**src/rtl/clk_divider_n.sv**
```systemverilog
`default_nettype none
// ============================================================================
//  Module      : clk_divider_n
//  Description : Programmable integer clock divider. Divides Clockin by a
//                run-time divisor N (2..2^WIDTH-1), producing Clockout and a
//                single-cycle Tick strobe at the start of each output period.
//                Divisor updates are staged and applied only at a period
//                boundary so Clockout never glitches.
//                Optional feature macro: CLKDIV_DUTY50_EN -- when defined, a
//                negedge helper flop gives exact 50% duty for odd N.
//  Revision    : 1.0 - initial release
// ============================================================================
module clk_divider_n #(
  parameter int WIDTH       = 8,
  parameter int DEFAULT_DIV = 5
) (
  input  logic             Clockin,
  input  logic             Reset,
  input  logic             Enable,
  input  logic             Load,
  input  logic [WIDTH-1:0] Divisor,
  output logic             Clockout,
  output logic             Tick,
  output logic             Pending
);

  localparam logic [WIDTH-1:0] c_default_div = WIDTH'(DEFAULT_DIV);
  localparam logic [WIDTH-1:0] c_default_cnt = WIDTH'(DEFAULT_DIV - 1);
  localparam logic [WIDTH-1:0] c_min_div     = WIDTH'(2);

  logic [WIDTH-1:0] r_div_q;   // active divisor
  logic [WIDTH-1:0] r_pend;    // staged divisor
  logic             r_pend_v;  // staged divisor is waiting
  logic [WIDTH-1:0] r_cnt;     // phase counter, 0..r_div_q-1
  logic             r_clk_p;   // posedge output flop
  logic             r_tick;

  logic [WIDTH-1:0] w_div_clamped;
  logic [WIDTH-1:0] w_cnt_inc;
  logic [WIDTH:0]   w_half;
  logic             w_wrap;
  logic [WIDTH-1:0] w_idle_div;

  // Ratios 0 and 1 cannot produce a clock, so they fold onto 2
  assign w_div_clamped = (Divisor < c_min_div) ? c_min_div : Divisor;
  assign w_cnt_inc     = r_cnt + WIDTH'(1);
  // One extra bit keeps ceil(N/2) exact at N = 2^WIDTH-1
  assign w_half        = ({1'b0, r_div_q} + {{WIDTH{1'b0}}, 1'b1}) >> 1;
  assign w_wrap        = (r_cnt == (r_div_q - WIDTH'(1)));
  // While idle there is no period to protect, so a new ratio applies at once
  assign w_idle_div    = Load ? w_div_clamped : (r_pend_v ? r_pend : r_div_q);

  // Phase counter, divisor staging, tick strobe and posedge output flop
  always_ff @(posedge Clockin) begin
    if (Reset) begin
      r_div_q  <= c_default_div;
      r_pend   <= c_default_div;
      r_pend_v <= 1'b0;
      r_cnt    <= c_default_cnt;
      r_clk_p  <= 1'b0;
      r_tick   <= 1'b0;
    end else if (!Enable) begin
      // Park on the last phase so the first enabled edge starts a fresh period
      r_div_q  <= w_idle_div;
      r_cnt    <= w_idle_div - WIDTH'(1);
      r_pend_v <= 1'b0;
      r_clk_p  <= 1'b0;
      r_tick   <= 1'b0;
    end else if (w_wrap) begin
      r_cnt    <= '0;
      r_tick   <= 1'b1;
      r_clk_p  <= 1'b1;
      // A Load landing on the boundary itself goes straight to the active ratio
      if (Load) begin
        r_div_q <= w_div_clamped;
      end else if (r_pend_v) begin
        r_div_q <= r_pend;
      end
      r_pend_v <= 1'b0;
    end else begin
      r_cnt   <= w_cnt_inc;
      r_tick  <= 1'b0;
      r_clk_p <= ({1'b0, w_cnt_inc} < w_half);
      if (Load) begin
        r_pend   <= w_div_clamped;
        r_pend_v <= 1'b1;
      end
    end
  end

  assign Tick    = r_tick;
  assign Pending = r_pend_v;

`ifdef CLKDIV_DUTY50_EN
  logic r_clk_n;  // half-cycle delayed copy of r_clk_p

  // Negedge copy; ANDing with it trims half a cycle off the rising side
  always_ff @(negedge Clockin) begin
    if (Reset) begin
      r_clk_n <= 1'b0;
    end else begin
      r_clk_n <= r_clk_p;
    end
  end

  assign Clockout = r_div_q[0] ? (r_clk_p & r_clk_n) : r_clk_p;
`else
  assign Clockout = r_clk_p;
`endif

endmodule
`default_nettype wire

```
**config.mk**
```make
export PLATFORM = sky130hd
export DESIGN_NAME = clk_divider_n
export DESIGN_NICKNAME = d
export VERILOG_FILES = /design/src/rtl/clk_divider_n.sv
export SDC_FILE = /design/constraint.sdc
export NUM_CORES = 1
export LEC_CHECK = 0
export ABC_CLOCK_PERIOD_IN_PS = 2900
export CORE_MARGIN = 2
export CORE_UTILIZATION = 45
export DETAILED_ROUTE_END_ITERATION = 7
export PLACE_DENSITY = 0.72
export SETUP_SLACK_MARGIN = 0.3
export SYNTH_ARGS = -nofsm -noshare
export SYNTH_HDL_FRONTEND = slang
export SYNTH_SLANG_ARGS = --single-unit
```
**constraint.sdc**
```tcl
create_clock -name Clockin -period 2.9 [get_ports Clockin]
set_clock_uncertainty 0.1 [all_clocks]
set_input_delay 0.29 -clock Clockin [delete_from_list [all_inputs] [get_ports Clockin]]
set_output_delay 0.29 -clock Clockin [all_outputs]
set_load 0.01 [all_outputs]
```
After elaboration in Yosys (flattened, before gate mapping) --
Index checks and enable logic that the tools add are counted. Widths: inputs -> output; s select.
Operators by class: add/sub/neg operators 4, $lt $le $gt $ge 2, equal/unequal tests 2, muxes and demuxes 9, bitwise operators 2, reduce and logical (&&, ||, !) cells 3
Operator list (count):
- $mux 8 | 7
- $sub 8x1->8 const B | 2
- $add 8x1->9 const B | 1
- $add 8x1->8 const B | 1
- $eq 8x8->1 | 1
- $lt 8x2->1 const B | 1
- $lt 8x8->1 | 1
- $reduce_and 3->1 | 1
- $reduce_or 3->1 | 1
- $mux 1 | 2
- $ne 2x1->1 const B | 1
- $not 1->1 | 2
- $reduce_or 2->1 | 1
Storage, ports and cells: bits in registers 27, input bits 12, output and inout port bits 3, logic and storage cells 28

Logic depth before layout (Yosys ltp) --
Gate-level depths: netlist of the first run.
word-level depth 5, gate-level depth with buffers 11, mapped depth without buffers 10

Least setup slack after synthesis of the first run --
No wires, ideal clock.
path type register to register, from register r_div_q[0], to register r_cnt[6], setup time 0.133 ns, arrival time 2.027 ns, required time 2.667 ns, path slack 0.640 ns, stages on the path, launching flop included 9, buffers on the path 2, period minus slack after synthesis 2.260 ns, cells stage by stage dfxtp_1 buf_6 or4_4 a31oi_2 o31ai_2 a2111o_1 nand2_1 buf_4 o32ai_1
On the way: longest elaborated chain between the ends 4, elaborated cells on any way between the ends 7, those cells by class add/sub (2); eq/ne (1); mux (4)
RTL lines:
- start: declaration | RTL line 31 | logic [WIDTH-1:0] r_div_q;
- start signal: assignment | RTL line 56 | r_div_q <= c_default_div;
- start signal: assignment | RTL line 64 | r_div_q <= w_idle_div;
- start signal: assignment | RTL line 75 | r_div_q <= w_div_clamped;
- $sub 8x1->8 or $mux 8 (tied branches)
- $eq 8x8->1 or $mux 8 (tied branches)
- $mux 8 or $sub 8x1->8 (tied branches) | RTL line 69, 65
- $mux 8 * | RTL line 62 | end else if (!Enable) begin
- end signal: assignment | RTL line 59 | r_cnt <= c_default_cnt;
- end signal: assignment | RTL line 65 | r_cnt <= w_idle_div - WIDTH'(1);
- end signal: assignment | RTL line 81 | r_cnt <= w_cnt_inc;
- end: declaration | RTL line 34 | logic [WIDTH-1:0] r_cnt;
Mark *: on every way between the ends. The rest lies on a longest branch, timed or not. A chain may end at the register's enable or synchronous reset.

Final worst setup path of the first run --
from register r_div_q[0], to register r_div_q[0]
On the way: longest elaborated chain between the ends 4, elaborated cells on any way between the ends 7, those cells by class add/sub (1); eq/ne (2); mux (4)
RTL lines:
- parallel branches: the longest is 4 deep, another holds $sub 8x1->8
Parallel ways; which one is timed is not known. The select of a mux whose other input is x is not followed.

==> reports/metrics.csv, run 1 <==
stage,metric,value,unit
finish,fin util,53.3,%
worst_hold_path,hold crit path type,flip-flop to flip-flop,
clocking,TritonCTS clock tree,built,
critical_path,slowest CP cell,or4_4,
yosys,"flops & latches, synth",27,
critical_path,CP startpoint kind,flip-flop,
yosys,Syn Nets,276,
yosys,mean post-synth cell area,7.95,um^2
job,Max Cap Viol,0,
clocking,CTS max path bufs,2,
clocking,clk_lat worst skew,0.28,ns
route,DRT Pass-1 Iters,4,
clocking,Sink Count,27,
placement,PortBufs,14,
timing,endpoints failing setup,0,
placement,post-DP HPWL,3590,um
finish,# diodes,0,
global_route,pin count of the biggest net entering global routing,22,
global_route,initial antenna violation count,0,
route,Routed wire per std cell,14.9,um
finish,# fillers,431,
critical_path,WP data required,2.99,ns
global_route,GRT Total Usage,18.9,%
timing,f_max,401,MHz
placement,GPL Wtd Cong,0.846,
route,DRC errors left,0,
yosys,"EDFF count, synth",0,
route,via/cell ratio,5.80,
status,outcome,completed,
finish,FF+latch area,548,um^2
timing,Final min period,2.49,ns
critical_path,WP data arrival,2.59,ns
global_route,grt total ovfl,0,
clocking,CTS root buffer,clkbuf_8,
critical_path,Crit Path Class,flip-flop to flip-flop,
floorplan,die height,70.9,um
power,VDD IR max,0.305,mV
yosys,Synth area leader,dfxtp_1,
finish,fin nets,292,
timing,normalized max-slew margin,60.3,%
power,Final Power,1.11,mW
yosys,most frequent cell after synthesis,nor2_1,
critical_path,max incr delay on CP,0.53,ns
floorplan,Starting Density,46.5,%
floorplan,FP Rows,24,
timing,TNS Setup,0,ns
route,via count,1855,
yosys,synth top area cells,"dfxtp_1, ha_1, xnor2_1",
yosys,Yosys top cell area share,26.9,%
yosys,"Seq/Total Area, Yosys",26.9,%
timing,RSZ-0062 raised after global routing,yes,
power,Cell Pwr Density,483,nW/um^2
critical_path,"Max FO, Critical Path",12,
floorplan,I/O Pins,15,
power,Lkg Pwr,0.869,nW
yosys,asr flop ratio synth,0,%
critical_path,CP Cell Sequence,or4_4 -> a31oi_2 -> o31ai_2 -> a2111o_1 -> nand2_1 -> mux2i_1,
global_route,vias in the first global route,1709,
clocking,# H-tree levels,1,
clocking,Worst-path clk slew,0.10,ns
yosys,Synth Cell Area,2010,um^2
floorplan,Die X,70.9,um
critical_path,Crit. End Element,flip-flop,
route,Routed Antenna Nets,0,
finish,layout cells sized above 1,13.4,%
timing,worst-margin pin slew,0.595,ns
yosys,Unique masters post-synth,46,
timing,Final Hold Viols,0,
yosys,Synth Warn #,0,
yosys,"Top FF cell, synth",dfxtp_1,
yosys,cell count after synthesis,253,
timing,Slew Limit Fails,0,
floorplan,core area,4320,um^2
finish,footprint of the multi-input gates,1370,um^2
global_route,first-pass GRT wire length,7800,um
timing,final cycle utilization of the critical path,86.0,%
route,1st-iter DRT viols,101,
finish,area grow syn2layout,14.5,%
yosys,Synth top cells by count,"nor2_1, dfxtp_1, o21ai_0, a21oi_1",
clocking,total CTS buffers,3,
floorplan,DIE AREA,5020,um^2
route,final wirelength,4760,um
==> routing by layer <==
metal / vias up / share of wire [%] / track usage, %
met2: 61 / 47 / 32.5
met4: 0 / 0.78 / 4.82
met3: 6 / 5.2 / 1.99
met1: 857 / 47 / 25.4
met5: - / 0 / 0
li1: 931 / - / -
==> power by group <==
| part | switching [mW] | total [mW] | leakage, nW | internal [mW] |
|---|---|---|---|---|
| Clock | 0.123 | 0.221 | 0.0217 | 0.0975 |
| Sequential | 0.0614 | 0.471 | 0.222 | 0.410 |
| Combinational | 0.224 | 0.421 | 0.625 | 0.197 |
| Total | 0.408 | 1.11 | 0.869 | 0.705 |
==> flip-flops by register name (all words and copies together), names as in the netlist <==
register	cells
Clockout	1
Pending	1
Tick	1
r_cnt	8
r_div_q	8
r_pend	8
==> through the flow <==
stage | worst slack (ns) | std cells | hold WS [ns] | instance area [um^2]
after floorplan | 0.640 | 253 | 0.338 | 2010
after global placement | 0.295 | 315 | 0.361 | 2220
after detailed placement | 0.252 | 315 | 0.366 | 2220
after CTS | 0.320 | 319 | 0.380 | 2270
after global routing | 0.276 | 320 | 0.403 | 2300
final | 0.405 | 320 | 0.383 | 2300
==> worst paths after layout <==
| check | startpoint | end | slack [ns] | depth (start not counted) |
|---|---|---|---|---|
| max reg2reg | r_div_q[0] | r_div_q[0] | 0.41 | 6 |
| min | r_pend[4] | r_pend[4] | 0.38 | 2 |
| max | r_div_q[0] | r_div_q[0] | 0.41 | 6 |
| min reg2reg | r_pend[4] | r_pend[4] | 0.38 | 2 |
==> repair_timing <==
item,in CTS,in global routing
buffers inserted,0,1
hold buffers,0,0
setup endpoints to repair,13,19
gates resized for setup,1,7
pin swaps,0,0
gates cloned,0,0
==> critical path, delay by kind of cell, from the launching register on <==
kind	cells	cell delay [ns]
AND/OR/NAND/NOR	2	0.92
AO/OA/AOI/OAI	3	0.77
flip-flops	1	0.39
multiplexers	1	0.23
==> final cells by class <==
class                      count  share of cell area, %
timing repair buffer          28                   10.6
clock inverter                 1                  0.326
sequential                    27                   23.8
multi-input combinational    203                   59.6
clock buffer                   3                   1.79
tap                           52                   2.82
inverter                       6                  0.978
==> cell usage in the layout, fill, tap and decap left out, types with 3 or more instances in the layout <==
| master | Yosys | layout |
|---|---|---|
| nand3_1 | 12 | 12 |
| nor3_1 | 7 | 6 |
| clkdlybuf4s50_1 | 0 | 14 |
| nor2_1 | 28 | 28 |
| xnor2_1 | 15 | 15 |
| dfxtp_2 | 0 | 3 |
| o21ai_0 | 23 | 23 |
| o32ai_1 | 3 | 3 |
| nand4_1 | 3 | 3 |
| dfxtp_1 | 27 | 23 |
| mux2_2 | 4 | 4 |
| a211oi_1 | 3 | 3 |
| a21oi_1 | 16 | 16 |
| buf_4 | 1 | 14 |
| o31ai_1 | 3 | 3 |
| nand2_1 | 15 | 15 |
| nand2b_1 | 13 | 13 |
| clkbuf_8 | 0 | 3 |
| xor2_1 | 10 | 10 |
| mux2i_1 | 7 | 7 |
| inv_1 | 6 | 6 |
| ha_1 | 11 | 11 |
==> cell families (layout without fill, tap and decap cells) <==
group | after synthesis | in the layout | share of synthesized area [%]
compound gates | 63 | 63 | 20.8
xor+xnor | 25 | 25 | 10.9
fa+ha+maj | 11 | 11 | 6.84
buf+inv | 23 | 38 | 5.72
flops | 27 | 27 | 26.9
mux | 11 | 11 | 5.72
simple gates | 93 | 93 | 23.2
No activity file was read; power rests on OpenSTA's default activity.
==> inputs of run 2 (changes only) <==
- CORE_MARGIN: 2 -> unset
==> run 2 against run 1 <==
  * Wire length down 2.5%
  * Sequential share of layout area up 0.18 points
  * Setup slack better by 0.018 ns
  * Via count down 3.7%
  * Count of clock-buffer cells in the layout unchanged
  * Worst hold slack worse by 0.0018 ns
  * Register-to-register slack better by 0.02 ns
  * Flip-flop and latch count unchanged
  * Non-clock buffer count down 2
  * Critical endpoint is now r_cnt[0]
  * Largest power group unchanged
  * Highest routed layer unchanged
==> reports/metrics.csv, run 2 (synthesized netlist as in run 1, its figures left out) <==
stage,metric,value,unit
global_route,met3 Use GR,0.987,%
global_route,GRT Total Usage,21.5,%
status,outcome,completed,
timing,Final Hold Viols,0,
power,Lkg Pwr,0.859,nW
finish,Top Registers,"r_cnt: 8 flops, r_div_q: 8 flops, r_pend: 8 flops",
global_route,vias in the first global route,1570,
floorplan,Die X,68.9,um
critical_path,R2R cell count,9,
route,Routed Antenna Nets,0,
placement,GPL Wtd Cong,0.802,
critical_path,max incr delay on CP,0.53,ns
critical_path,Crit path max-delay family,simple AND/OR/NAND/NOR gates,
route,Routed wire per std cell,14.7,um
critical_path,WP data arrival,2.58,ns
power,Logic pwr share,37.8,%
critical_path,Crit. End Element,flip-flop,
global_route,pin count of the biggest net entering global routing,27,
global_route,met1 Resource Use GR,29.0,%
floorplan,DIE AREA,4740,um^2
clocking,clk_lat worst skew,0.28,ns
power,sw frac,36.4,%
placement,PortBufs,14,
timing,Slew Limit Fails,0,
clocking,total CTS buffers,3,
power,Internal,0.705,mW
route,DRT Pass-1 Iters,4,
timing,normalized max-slew margin,73.2,%
critical_path,WP data required,3.01,ns
power,Final Power,1.11,mW
power,VDD IR max,0.235,mV
finish,FF+latch area,548,um^2
power,clock network power share,19.7,%
finish,"commonest non-fill, non-tap cell in the layout",nor2_1,
timing,f_max,404,MHz
clocking,CTS max path bufs,2,
timing,worst-margin pin slew,0.402,ns
route,via/cell ratio,5.65,
clocking,hold_buf cts,0,
clocking,CTS root buffer,clkbuf_8,
finish,most frequent cells in the layout,"nor2_1, dfxtp_1, o21ai_0",
finish,footprint of the multi-input gates,1370,um^2
route,via count,1786,
timing,endpoints failing setup,0,
finish,fin nets,290,
floorplan,FP Rows,23,
power,Cell Pwr Density,485,nW/um^2
floorplan,core area,4140,um^2
critical_path,Crit Path Class,flip-flop to flip-flop,
global_route,initial antenna violation count,0,
finish,fin util,55.2,%
timing,final cycle utilization of the critical path,85.4,%
power,Sequential Power Share,42.5,%
placement,pre-CTS setup slack,0.245,ns
critical_path,FF-to-FF Start,r_div_q[1],
critical_path,CP bufs+invs,2,
placement,post-DP HPWL,3580,um
floorplan,I/O Pins,15,
finish,# fillers,391,
finish,area grow syn2layout,13.6,%
timing,Final min period,2.48,ns
global_route,first-pass GRT wire length,7470,um
finish,layout cells sized above 1,12.8,%
critical_path,Reg2Reg Setup Slack,0.42,ns
critical_path,Reg2Reg Capture Point,r_cnt[0],
floorplan,die height,68.9,um
critical_path,CP Cell Sequence,inv_1 -> ha_1 -> and2_1 -> a211o_1 -> a31oi_2 -> a2111oi_4 -> buf_4 -> or4_2 -> o21ai_0,
timing,RSZ-0062 raised after global routing,yes,
clocking,Sink Count,27,
power,switching power,0.403,mW
route,final wirelength,4640,um
finish,# diodes,0,
timing,setup ws final,0.424,ns
global_route,met2 Track Usage GR,36.2,%
timing,TNS Setup,0,ns
clocking,Worst-path clk slew,0.10,ns
route,DRC errors left,0,
worst_hold_path,WHS Endpoint,r_pend[3],
clocking,TritonCTS clock tree,built,
job,Max Cap Viol,0,
critical_path,"Max FO, Critical Path",16,
worst_hold_path,hold depth,2,
worst_hold_path,Worst Min Path Start,r_pend[3],
global_route,grt total ovfl,0,
critical_path,slowest CP cell,or4_2,
clocking,# H-tree levels,1,
route,1st-iter DRT viols,145,
worst_hold_path,hold crit path type,flip-flop to flip-flop,
critical_path,CP startpoint kind,flip-flop,
floorplan,Starting Density,48.6,%
global_route,Top Usage Layer GRT,met2,
-- run 2: cell count changes in the layout (fill, tap and decap cells not counted) --
cell,change
buf_4,-3
buf_6,+1
nand2_1,-1
nand2_2,+1
nor4b_1,+1
nor4b_2,-1
o21ai_0,-1
o21ai_1,+1
-- run 2: worst max-delay path by stage --
stage,start,endpoint,depth (start not counted)
after floorplan,r_div_q[0],r_cnt[6],8
after global placement,r_div_q[0],r_cnt[6],8
after detailed placement,r_div_q[0],r_pend[0],9
after CTS,r_div_q[1],r_div_q[0],8
after global routing,r_div_q[1],r_cnt[0],9
final,r_div_q[1],r_cnt[0],9
-- run 2: cell type report --
type,count,area share [%]
Sequential cell,27,24.0
Timing Repair Buffer,26,10.2
Clock inverter,1,0.328
Clock buffer,3,1.81
Tap cell,50,2.74
Inverter,6,0.985
Multi-Input combinational cell,203,59.9
-- run 2: metal layers --
metal	part of all wire (%)	vias up
met4	1.7	0
met1	49	813
met2	46	44
met5	0	-
met3	3.5	7
li1	-	922
-- run 2: repair_timing --
action / 4_1_cts / 5_1_grt
setup buffers: 0 / 1
pin swaps: 0 / 1
gates resized for setup: 2 / 8
setup endpoints to repair: 14 / 17
-- run 2: worst reg2reg max path, stage by stage, from the launching register on --
cell	delay, ns
dfxtp_2	0.41
inv_1	0.11
ha_1	0.22
and2_1	0.17
a211o_1	0.31
a31oi_2	0.21
a2111oi_4	0.05
buf_4	0.21
or4_2	0.53
o21ai_0	0.09
-- run 2: stage by stage --
stage	hold slack, ns	instance area [um^2]	cells
2_1_floorplan	0.338	2010	253
3_3_place_gp	0.361	2200	311
3_5_place_dp	0.364	2200	311
4_1_cts	0.379	2260	315
5_1_grt	0.395	2290	316
6_report	0.381	2290	316
-- run 2: power groups by stage --
stage	registers [mW]	logic [mW]	clock network (mW)
floorplan	0.445	0.327	0
global placement	0.474	0.401	0
detailed placement	0.476	0.405	0
CTS	0.467	0.411	0.225
global route	0.478	0.470	0.242
finish	0.471	0.419	0.219
